$ cat src/rtl/bitmap_pkg.sv
// Shared types and helpers for the bitmap encoder and related bitmap blocks.
package bitmap_pkg;

  typedef enum logic {IDLE, DRAIN} enc_state_t;

  // Helper operand width; covers bitmaps up to WIDTH = 8.
  localparam int MAX_N = 256;

  function automatic logic onehot_count_is_one(input logic [MAX_N-1:0] vector);
    return (vector != '0) && ((vector & (vector - MAX_N'(1))) == '0);
  endfunction

endpackage

$ cat src/rtl/bitmap_encoder_prio_enc.sv
// Combinational priority encoder: index of the lowest (LSB_FIRST=1) or highest set bit.
module prio_enc #(
  parameter int WIDTH     = 3,
  parameter bit LSB_FIRST = 1'b1,
  localparam int N        = 1 << WIDTH
) (
  input  logic [N-1:0]     vector,
  output logic [WIDTH-1:0] index,
  output logic             any
);

  always_comb begin
    index = '0;
    any   = |vector;
    // Scan away from the winning end so the preferred bit is written last.
    if (LSB_FIRST) begin
      for (int i = N - 1; i >= 0; i--)
        if (vector[i]) index = WIDTH'(i);
    end else begin
      for (int i = 0; i < N; i++)
        if (vector[i]) index = WIDTH'(i);
    end
  end

endmodule

$ cat src/rtl/bitmap_encoder.sv
// Bitmap-to-index stream encoder: emits one index per set bit, in priority order.
module bitmap_encoder
  import bitmap_pkg::*;
#(
  parameter int WIDTH     = 3,
  parameter bit LSB_FIRST = 1'b1,
  localparam int N        = 1 << WIDTH
) (
  input  logic             clock,
  input  logic             reset,
  input  logic             in_valid,
  output logic             in_ready,
  input  logic [N-1:0]     in_vector,
  output logic             out_valid,
  input  logic             out_ready,
  output logic [WIDTH-1:0] out_index,
  output logic             out_last
);

  enc_state_t       state_q, state_d;
  logic [N-1:0]     pending_q, pending_d;
  logic             pend_any;
  logic             fire_out, accept;

  prio_enc #(.WIDTH(WIDTH), .LSB_FIRST(LSB_FIRST)) u_prio (
    .vector (pending_q),
    .index  (out_index),
    .any    (pend_any)
  );

  assign out_valid = (state_q == DRAIN);
  assign out_last  = onehot_count_is_one(MAX_N'(pending_q));
  assign fire_out  = out_valid && out_ready;
  assign in_ready  = (state_q == IDLE) || (fire_out && out_last);
  assign accept    = in_valid && in_ready;

  always_comb begin
    state_d   = state_q;
    pending_d = pending_q;
    if (fire_out) begin
      pending_d = pending_q & ~(N'(1) << out_index);
      if (out_last) state_d = IDLE;
    end
    // An all-zero bitmap is swallowed; pending is already empty whenever in_ready is high.
    if (accept && (in_vector != '0)) begin
      pending_d = in_vector;
      state_d   = DRAIN;
    end
    // Never sit in DRAIN with nothing to emit.
    if ((state_d == DRAIN) && (pending_d == '0)) state_d = IDLE;
    if ((state_q == DRAIN) && !pend_any)         state_d = IDLE;
  end

  always_ff @(posedge clock) begin
    if (reset) begin
      state_q   <= IDLE;
      pending_q <= '0;
    end else begin
      state_q   <= state_d;
      pending_q <= pending_d;
    end
  end

endmodule
$ cat config.mk
export PLATFORM = sky130hd
export DESIGN_NAME = bitmap_encoder
export DESIGN_NICKNAME = d
export VERILOG_FILES = /design/src/rtl/bitmap_pkg.sv /design/src/rtl/bitmap_encoder_prio_enc.sv /design/src/rtl/bitmap_encoder.sv
export SDC_FILE = /design/constraint.sdc
export NUM_CORES = 1
export LEC_CHECK = 0
export BUFFER_PORTS_ARGS = -buffer_cell sky130_fd_sc_hd__buf_4
export CAP_MARGIN = 30
export CORE_UTILIZATION = 51
export DETAILED_ROUTE_END_ITERATION = 6
export GPL_ROUTABILITY_DRIVEN = 0
export PLACE_DENSITY_LB_ADDON = 0.25
export SYNTH_ARGS = -nofsm -noshare
export SYNTH_HDL_FRONTEND = slang
export SYNTH_HIERARCHICAL = 1
export SYNTH_SLANG_ARGS = --single-unit
$ cat constraint.sdc
create_clock -name clock -period 2.5 [get_ports clock]
set_clock_uncertainty 0.1 [all_clocks]
set_input_delay 0.125 -clock clock [delete_from_list [all_inputs] [get_ports clock]]
set_output_delay 0.125 -clock clock [all_outputs]
set_load 0.05 [all_outputs]
==> results of run 1 <==
## stage by stage
step	setup WS, ps	hold WS, ps	util	std cells	area (um^2)
final	203	25.9	0.715	136	965
after global routing	124	24.6	0.715	136	965
after CTS	202	21.7	0.715	136	965
after detailed placement	212	297	0.695	132	938
after global placement	245	293	0.695	132	938
after floorplan	71.3	164	-	100	788
## where the power goes
part	switching, mW	internal, mW	total [mW]	leakage [nW]
clock network	0.0490	0.0614	0.110	0.0150
registers	0.0416	0.164	0.206	0.0743
logic	0.286	0.188	0.474	0.325
total	0.377	0.413	0.790	0.414
## sequential cells by signal, summed over array words and instances, names as in the netlist
signal	count
out_valid	1
pending_q	8
## cell type report
| class | count | area (um^2) | share of cell area |
|---|---|---|---|
| Sequential cell | 9 | 180 | 0.187 |
| Inverter | 4 | 15.0 | 0.0156 |
| Multi-Input combinational cell | 86 | 589 | 0.611 |
| Tap cell | 15 | 18.8 | 0.0195 |
| Timing Repair Buffer | 18 | 135 | 0.140 |
| Clock buffer | 4 | 26.3 | 0.0272 |
## worst register-to-register path, delay by kind of cell (launching register included)
family | cells | cell delay (ps)
compound gates | 2 | 560
flops | 1 | 550
mux | 2 | 490
simple gates | 2 | 480
## layer usage
metal / vias to the layer above / share of wire / global-route usage
li1: 418 / - / -
met1: 369 / 0.47 / 0.332
met2: 25 / 0.47 / 0.433
met3: 5 / 0.029 / 0.0163
met4: 0 / 0.026 / 0.175
met5: - / 0 / 0
## cells in the mapped netlist, types with 2 or more instances
cell and n:
nand2_1 18, mux2i_1 10, nand3_1 10, dfxtp_1 9
nor2_1 8, nand2b_1 4, a21oi_1 3, inv_1 3
nor2b_1 3, o21ai_0 3, a21boi_0 2, nor4_1 2
o21a_1 2, o22ai_1 2, o41ai_1 2
## how the worst max path moves through the flow
stage / startpoint / end / slack (ps) / cells after the start
after floorplan: pending_q[4]$_SDFF_PP0_ / out_valid$_SDFF_PP0_ / 70 / 6
after global placement: pending_q[4]$_SDFF_PP0_ / out_valid$_SDFF_PP0_ / 240 / 6
after detailed placement: pending_q[4]$_SDFF_PP0_ / out_valid$_SDFF_PP0_ / 210 / 6
after CTS: pending_q[4]$_SDFF_PP0_ / out_valid$_SDFF_PP0_ / 200 / 6
after global routing: pending_q[4]$_SDFF_PP0_ / out_valid$_SDFF_PP0_ / 120 / 6
final: pending_q[4]$_SDFF_PP0_ / out_valid$_SDFF_PP0_ / 200 / 6
## kinds of logic (layout without fill, tap and decap cells)
group | Yosys count | count (layout) | share of synthesized area
flops | 9 | 9 | 0.236
compound gates | 22 | 22 | 0.236
simple gates | 52 | 52 | 0.343
buf+inv | 5 | 26 | 0.0246
fa+ha+maj | 1 | 1 | 0.0131
mux | 11 | 11 | 0.146
==> results.yml, run 1 <==
run_status:
  outcome: "complete, no violations"
cts:
  cts.sinks: 9
  cts_inserted_buffers: 3
  cts_tree: "built"
  cts-root-buf: "clkbuf_4"
  cts_resized: 0
  cts_setup_buffers: 0
  clockBufferDepth: 2
  clk_latency_ps: 260
  cts_hold_buf: 0
  htree_num_levels: 1
  clkTransAtPathRegs_ps: 60
job:
  drv_cap: 0
route:
  wl_um: 1810
  wire_per_inst_um: 13.3
  drtAntennaViolNets: 0
  drt_iter0_drc: 17
  dr.pass1.iters: 4
  vias_per_cell: 6.01
  vias: 817
  drc: 0
yosys:
  syn_nets: 112
  ys_types: 34
  synth_area_um2: 762
  ys.flop_type: "dfxtp_1"
  synth_warnings: 6
  yosys_register_bits: 9
  syn_inst: 100
  synth-edff-count: 0
  postSynth.asyncResetShare: 0
  yosysTopAreaCell: "dfxtp_1"
  seq_area_frac_synth: 0.236
  syn_area_per_cell_um2: 7.62
  yosys-top-cells-area: "dfxtp_1 (24%), mux2i_1 (13%), nand2_1 (8.9%)"
  synth_top_area_share: 0.236
sta:
  drv_slew: 0
  fmax_mhz: 435
  finalHoldViolations: 0
  fin_crit_ps: 2300
  slew_headroom: 0.613
  worstMarginPinSlew_ps: 575
  tns_ps: 0
  rsz0062_at_grt: "no"
  timing.final.crit_share: 0.919
  setup_viol: 0
hold_path:
  hold_depth: 3
  holdPathEnd: "pending_q[5]$_SDFF_PP0_"
  worstHoldStart: "in_vector[5]"
  hold_class: "input port to flip-flop"
setup_path:
  cp_max_fo: 9
  crit_family: "compound AO/OA/AOI/OAI gates"
  worst-setup-path-type: "flip-flop to flip-flop"
  reg2reg_from: "pending_q[4]$_SDFF_PP0_"
  crit_slowest_cell: "dfxtp_1"
  cp.arrival_ps: 2330
  rrSetupSlack_ps: 200
  crit_path_start_kind: "flip-flop"
  slowest_delay_ps: 550
  critPathRequiredTime_ps: 2530
  cp_cell_sequence: "nor4_2 -> and3b_1 -> mux2_2 -> o31a_1 -> o41ai_1 -> mux2i_1"
  r2r_cells: 6
  cp.buffers_inverters: 0
  critPathCaptureType: "flip-flop"
  regToRegEndpoint: "out_valid$_SDFF_PP0_"
layout:
  syn_to_final_growth_pct: 26.6
  drive_above_1_share: 0.248
  nFillCells: 103
  fin_nets: 134
  layout_common_cells: "nand2_1 (18), buf_4 (18), nand3_1 (10), mux2i_1 (10), dfxtp_1 (9)"
  insertedDiodeCount: 0
place:
  port_buffers: 17
  dpl.hpwl_um: 1400
pwr:
  leakage_nw: 0.414
  power_mw: 0.790
  p_per_area_nw_per_um2: 819
  max-vdd-ir-drop_mv: 0.653
floorplan:
  dieArea_um2: 1650
  initial_core_util: 0.564
  fp.dieW_um: 40.7
  die_height_um: 40.7
  row_count: 13
  ios: 18
  coreArea_um2: 1350
global_routing:
  grt_usage: 0.264
  grt_max_degree: 18
  gr-total-overflow: 0
  grt_pass1_wl_um: 2830
  grt_pass1_vias: 663
  antenna_found_initial: 0
Power figures use the tool's default switching activity.
==> inputs of run 2 (changes only) <==
--- a/config.mk
+++ b/config.mk
@@ -12,2 +12,3 @@
 export GPL_ROUTABILITY_DRIVEN = 0
+export HOLD_SLACK_MARGIN = 0.1
 export PLACE_DENSITY_LB_ADDON = 0.25
@@ -15,3 +16,2 @@
 export SYNTH_HDL_FRONTEND = slang
-export SYNTH_HIERARCHICAL = 1
 export SYNTH_SLANG_ARGS = --single-unit
==> constraint.sdc (replaced) <==
create_clock -name clock -period 2.5 [get_ports clock]
set_clock_uncertainty 0.1 [all_clocks]
set_input_delay 0.5 -clock clock [delete_from_list [all_inputs] [get_ports clock]]
set_output_delay 0.5 -clock clock [all_outputs]
set_load 0.05 [all_outputs]
==> results.yml, run 2 <==
cts:
  clk_latency_ps: 270
  htree_num_levels: 1
  cts_tree: "built"
  clkTransAtPathRegs_ps: 70
  cts_inserted_buffers: 3
  cts.sinks: 9
  clockBufferDepth: 2
  cts_hold_buf: 0
  cts-root-buf: "clkbuf_4"
setup_path:
  cp_max_fo: 6
  crit_path_start_kind: "flip-flop"
  cp.arrival_ps: 1790
  critPathRequiredTime_ps: 1900
  cp.buffers_inverters: 1
  crit_slowest_cell: "or4_4"
  critPathCaptureType: "output port"
  cp_cell_sequence: "or4_4 -> o21ai_1 -> nand3_1 -> a22oi_2 -> buf_6"
  worst-setup-path-type: "flip-flop to output port"
  crit_family: "simple AND/OR/NAND/NOR gates"
  slowest_delay_ps: 550
yosys:
  synth-edff-count: 0
  yosys-top-cells-area: "dfxtp_1 (24%), mux2i_1 (7.9%), nand2_1 (4.4%)"
  synth_mux_area_frac: 0.119
  syn_area_per_cell_um2: 8.17
  synth_top_area_share: 0.237
  synth_compound_area_frac: 0.237
  syn_nets: 105
  ys.flop_type: "dfxtp_1"
  synth_xor_area_frac: 0
  postSynth.asyncResetShare: 0
  seq_area_frac_synth: 0.237
  yosysTopAreaCell: "dfxtp_1"
  yosys_register_bits: 9
  synthTopCellsByCount: "dfxtp_1 (9), nand2_1 (9), nor2_1 (7)"
  synthAdderAreaFrac: 0
  synthSimpleGateAreaFrac: 0.336
  ys_types: 40
  synth_area_um2: 759
  synth_top_family_by_area: "simple AND/OR/NAND/NOR gates"
  synth_warnings: 0
  syn_inst: 93
sta:
  finalHoldViolations: 0
  finalWorstSetupSlack_ps: 114
  worstMarginPinSlew_ps: 448
  fmax_mhz: 419
  hold_ws_ps: 383
  setup_viol: 0
  slew_headroom: 0.700
  rsz0062_at_grt: "no"
  fin_crit_ps: 2390
  timing.final.crit_share: 0.954
  drv_slew: 0
floorplan:
  ios: 18
  coreArea_um2: 1350
  initial_core_util: 0.563
  dieArea_um2: 1650
  die_height_um: 40.6
  row_count: 13
  fp.dieW_um: 40.6
pwr:
  leakage_nw: 0.389
  max-vdd-ir-drop_mv: 0.457
  p_per_area_nw_per_um2: 762
place:
  port_buffers: 17
  dpl.hpwl_um: 1320
  dp_slack_ps: 136
job:
  drv_cap: 0
route:
  drtAntennaViolNets: 0
  dr.pass1.iters: 4
  vias_per_cell: 6.12
  drt_iter0_drc: 21
  wl_um: 1790
  vias: 765
  wire_per_inst_um: 14.3
  drc: 0
layout:
  syn_to_final_growth_pct: 26.2
  top_register: "pending_q"
  fin_nets: 123
  layout_common_cells: "buf_4 (17), nand2_1 (9), nor2_1 (6), a21oi_1 (6), mux2i_1 (6)"
  final_common_cell: "buf_4"
  nFillCells: 112
  insertedDiodeCount: 0
  drive_above_1_share: 0.364
  largest_reg_flops: 8
run_status:
  outcome: "complete, no violations"
global_routing:
  antenna_found_initial: 0
  gr-total-overflow: 0
  grt_pass1_vias: 639
  grt_usage: 0.271
  grt_max_degree: 13
  grt_pass1_wl_um: 2770
hold_path:
  hold_class: "input port to flip-flop"
-- run 2: logic make-up (layout without fill, tap and decap cells) --
group           after synthesis  after routing
simple gates                 40             40
compound gates               25             25
buf+inv                      11             28
flops                         9              9
mux                           8              8
-- run 2: metal layers --
| layer | track usage | wire [um] | share of wire | up-vias |
|---|---|---|---|---|
| li1 | - | - | - | 384 |
| met1 | 0.344 | 838 | 0.47 | 350 |
| met2 | 0.389 | 816 | 0.46 | 24 |
| met3 | 0.0833 | 79 | 0.044 | 7 |
| met4 | 0.175 | 56 | 0.031 | 0 |
| met5 | 0 | 0 | 0 | - |
-- run 2: repair_timing --
| item | CTS | global route |
|---|---|---|
| buffers inserted | 0 | 1 |
| setup endpoints to repair | 2 | 2 |
| endpoints found under the hold margin | 0 | 0 |
| resized for setup | 5 | 9 |
| gates cloned | 0 | 0 |
| pin swaps | 0 | 3 |
-- run 2: worst register-to-register path, cell delays in order, from the launching register on --
cell	delay, ps
dfxtp_2	380
or4_4	570
a31o_4	270
nor3_4	400
buf_4	220
mux2i_1	170
-- run 2: power by group --
| group | total (mW) | internal [mW] | switching [mW] |
|---|---|---|---|
| clock | 0.120 | 0.0619 | 0.0584 |
| combinational | 0.407 | 0.168 | 0.239 |
| sequential | 0.203 | 0.163 | 0.0406 |
| total | 0.730 | 0.393 | 0.338 |
-- run 2: area by class of cell --
cell class | count | area, um^2 | area share
Sequential cell | 9 | 186 | 0.195
Tap cell | 15 | 18.8 | 0.0196
Inverter | 5 | 18.8 | 0.0196
Multi-Input combinational cell | 73 | 558 | 0.582
Clock buffer | 4 | 26.3 | 0.0274
Timing Repair Buffer | 19 | 150 | 0.157
-- run 2: final timing paths --
check,startpoint,endpoint,slack [ps],cells after the start
worst max-delay path,pending_q[3]$_SDFF_PP0_,out_last,110,5
worst min-delay path,in_vector[2],pending_q[2]$_SDFF_PP0_,380,3
worst max register to register,pending_q[2]$_SDFF_PP0_,pending_q[2]$_SDFF_PP0_,320,5
worst min register to register,pending_q[0]$_SDFF_PP0_,pending_q[0]$_SDFF_PP0_,480,2
-- run 2: per-stage QoR --
stage          instances  setup TNS (ps)  instance area [um^2]  power (mW)  utilization
3_3_place_gp         120               0                   883       0.569        0.654
6_report             125               0                   958       0.730        0.710
5_1_grt              125               0                   958       0.773        0.710
4_1_cts              124               0                   926       0.710        0.686
3_5_place_dp         120               0                   883       0.574        0.654
2_1_floorplan         93           -1.34                   764       0.483            -
==> inputs of run 3 (changes only) <==
==> constraint.sdc (replaced) <==
create_clock -name clock -period 2.5 [get_ports clock]
set_clock_uncertainty 0.1 [all_clocks]
set_input_delay 0.625 -clock clock [delete_from_list [all_inputs] [get_ports clock]]
set_output_delay 0.625 -clock clock [all_outputs]
set_load 0.05 [all_outputs]
==> results.yml, run 3 (synthesis results as in run 2) <==
run_status:
  outcome: "complete, but fails checks"
  violations: "negative setup slack"
cts:
  clk_latency_ps: 280
  cts.sinks: 9
  cts-root-buf: "clkbuf_4"
  clockBufferDepth: 2
  clkTransAtPathRegs_ps: 70
  htree_num_levels: 1
  cts_inserted_buffers: 3
  cts_tree: "built"
setup_path:
  crit_path_start_kind: "flip-flop"
  worst-setup-path-type: "flip-flop to output port"
  crit_family: "simple AND/OR/NAND/NOR gates"
  cp_cell_sequence: "or4_4 -> o21ai_1 -> nand3_1 -> a22oi_2 -> buf_6"
  critPathCaptureType: "output port"
  cp.buffers_inverters: 1
  slowest_delay_ps: 550
  crit_slowest_cell: "or4_4"
  cp_max_fo: 6
  critPathRequiredTime_ps: 1770
  cp.arrival_ps: 1810
layout:
  largest_reg_flops: 8
  multiInputGateArea_um2: 552
  syn_to_final_growth_pct: 26.2
  fin_util: 0.710
  nFillCells: 122
  fin_area_um2: 958
  layout_common_cells: "buf_4 (18), nand2_1 (9), nor2_1 (6), a21oi_1 (6), mux2i_1 (6)"
  insertedDiodeCount: 0
  final-seq-area_um2: 195
  final_common_cell: "buf_4"
  drive_above_1_share: 0.373
  top_register: "pending_q"
  fin_nets: 123
floorplan:
  initial_core_util: 0.563
  dieArea_um2: 1650
  coreArea_um2: 1350
  die_height_um: 40.6
  row_count: 13
  fp.dieW_um: 40.6
  ios: 18
route:
  drtAntennaViolNets: 0
  drc: 0
  dr.pass1.iters: 4
  vias: 754
  wire_per_inst_um: 14.5
  drt_iter0_drc: 15
  wl_um: 1810
  vias_per_cell: 6.03
global_routing:
  grt_pass1_vias: 617
  grt_max_degree: 13
  grt_pass1_wl_um: 2680
  gr-total-overflow: 0
  grt_usage: 0.258
  antenna_found_initial: 0
sta:
  fmax_mhz: 395
  fin_crit_ps: 2530
  timing.final.crit_share: 1.01
  setup_viol: 2
  slew_headroom: 0.686
  drv_slew: 0
  rsz0062_at_grt: "yes"
  tns_ps: -38.5
  hold_ws_ps: 461
  finalWorstSetupSlack_ps: -32.8
  worstMarginPinSlew_ps: 470
  finalHoldViolations: 0
pwr:
  combinationalPowerShare: 0.552
  power.switching_mw: 0.342
  leakage_nw: 0.391
  clkPwrFrac: 0.168
  swShare: 0.469
  p_per_area_nw_per_um2: 760
  max-vdd-ir-drop_mv: 0.385
  internal_power_mw: 0.387
  seq_power_share: 0.280
place:
  dp_slack_ps: 138
  dpl_cell_area_um2: 893
  dpl.hpwl_um: 1310
  port_buffers: 17
hold_path:
  hold_class: "flip-flop to flip-flop"
job:
  drv_cap: 0
[run 3: area by class of cell]
cell class,count,area share
tap,15,0.0196
inverter,5,0.0196
multi-input combinational,73,0.576
clock buffer,3,0.0235
sequential,9,0.204
timing repair buffer,19,0.153
clock inverter,1,0.00522
[run 3: path summary, 6_finish.rpt]
path	from	end	slack [ps]	cells past startpoint
setup / recovery	pending_q[3]$_SDFF_PP0_	out_last	-30	5
hold / removal	pending_q[0]$_SDFF_PP0_	pending_q[0]$_SDFF_PP0_	460	2
setup reg to reg	pending_q[2]$_SDFF_PP0_	pending_q[3]$_SDFF_PP0_	320	4
hold reg to reg	pending_q[0]$_SDFF_PP0_	pending_q[0]$_SDFF_PP0_	460	2
[run 3: timing repair]
item                                    CTS  global route
hold buffers                              0             0
buffers inserted                          0             0
pin swaps                                 1             0
endpoints found under the setup margin    2             2
hold endpoints to repair                  0             0
gates resized for setup                  12             3
[run 3: power groups by stage]
stage / registers, mW / logic (mW) / clock network (mW)
floorplan: 0.186 / 0.300 / 0
global placement: 0.195 / 0.381 / 0
detailed placement: 0.198 / 0.385 / 0
CTS: 0.199 / 0.400 / 0.122
global route: 0.208 / 0.429 / 0.127
finish: 0.204 / 0.402 / 0.123
[run 3: worst reg2reg max path: cells and delay by family (launching register included)]
family | cells | cell delay [ps]
mux | 1 | 340
flops | 1 | 390
compound gates | 1 | 270
simple gates | 2 | 980
[run 3: routing by layer]
metal	track usage	up-vias	part of all wire
met3	0.0833	4	0.053
met2	0.409	21	0.47
met4	0.100	0	0.017
li1	-	382	-
met1	0.320	347	0.46
met5	0	-	0
[run 3: stage by stage]
| stage | power (mW) | instances |
|---|---|---|
| after floorplan | 0.486 | 93 |
| after CTS | 0.721 | 125 |
| after detailed placement | 0.583 | 121 |
| after global placement | 0.577 | 121 |
| after global routing | 0.764 | 125 |
| final | 0.728 | 125 |
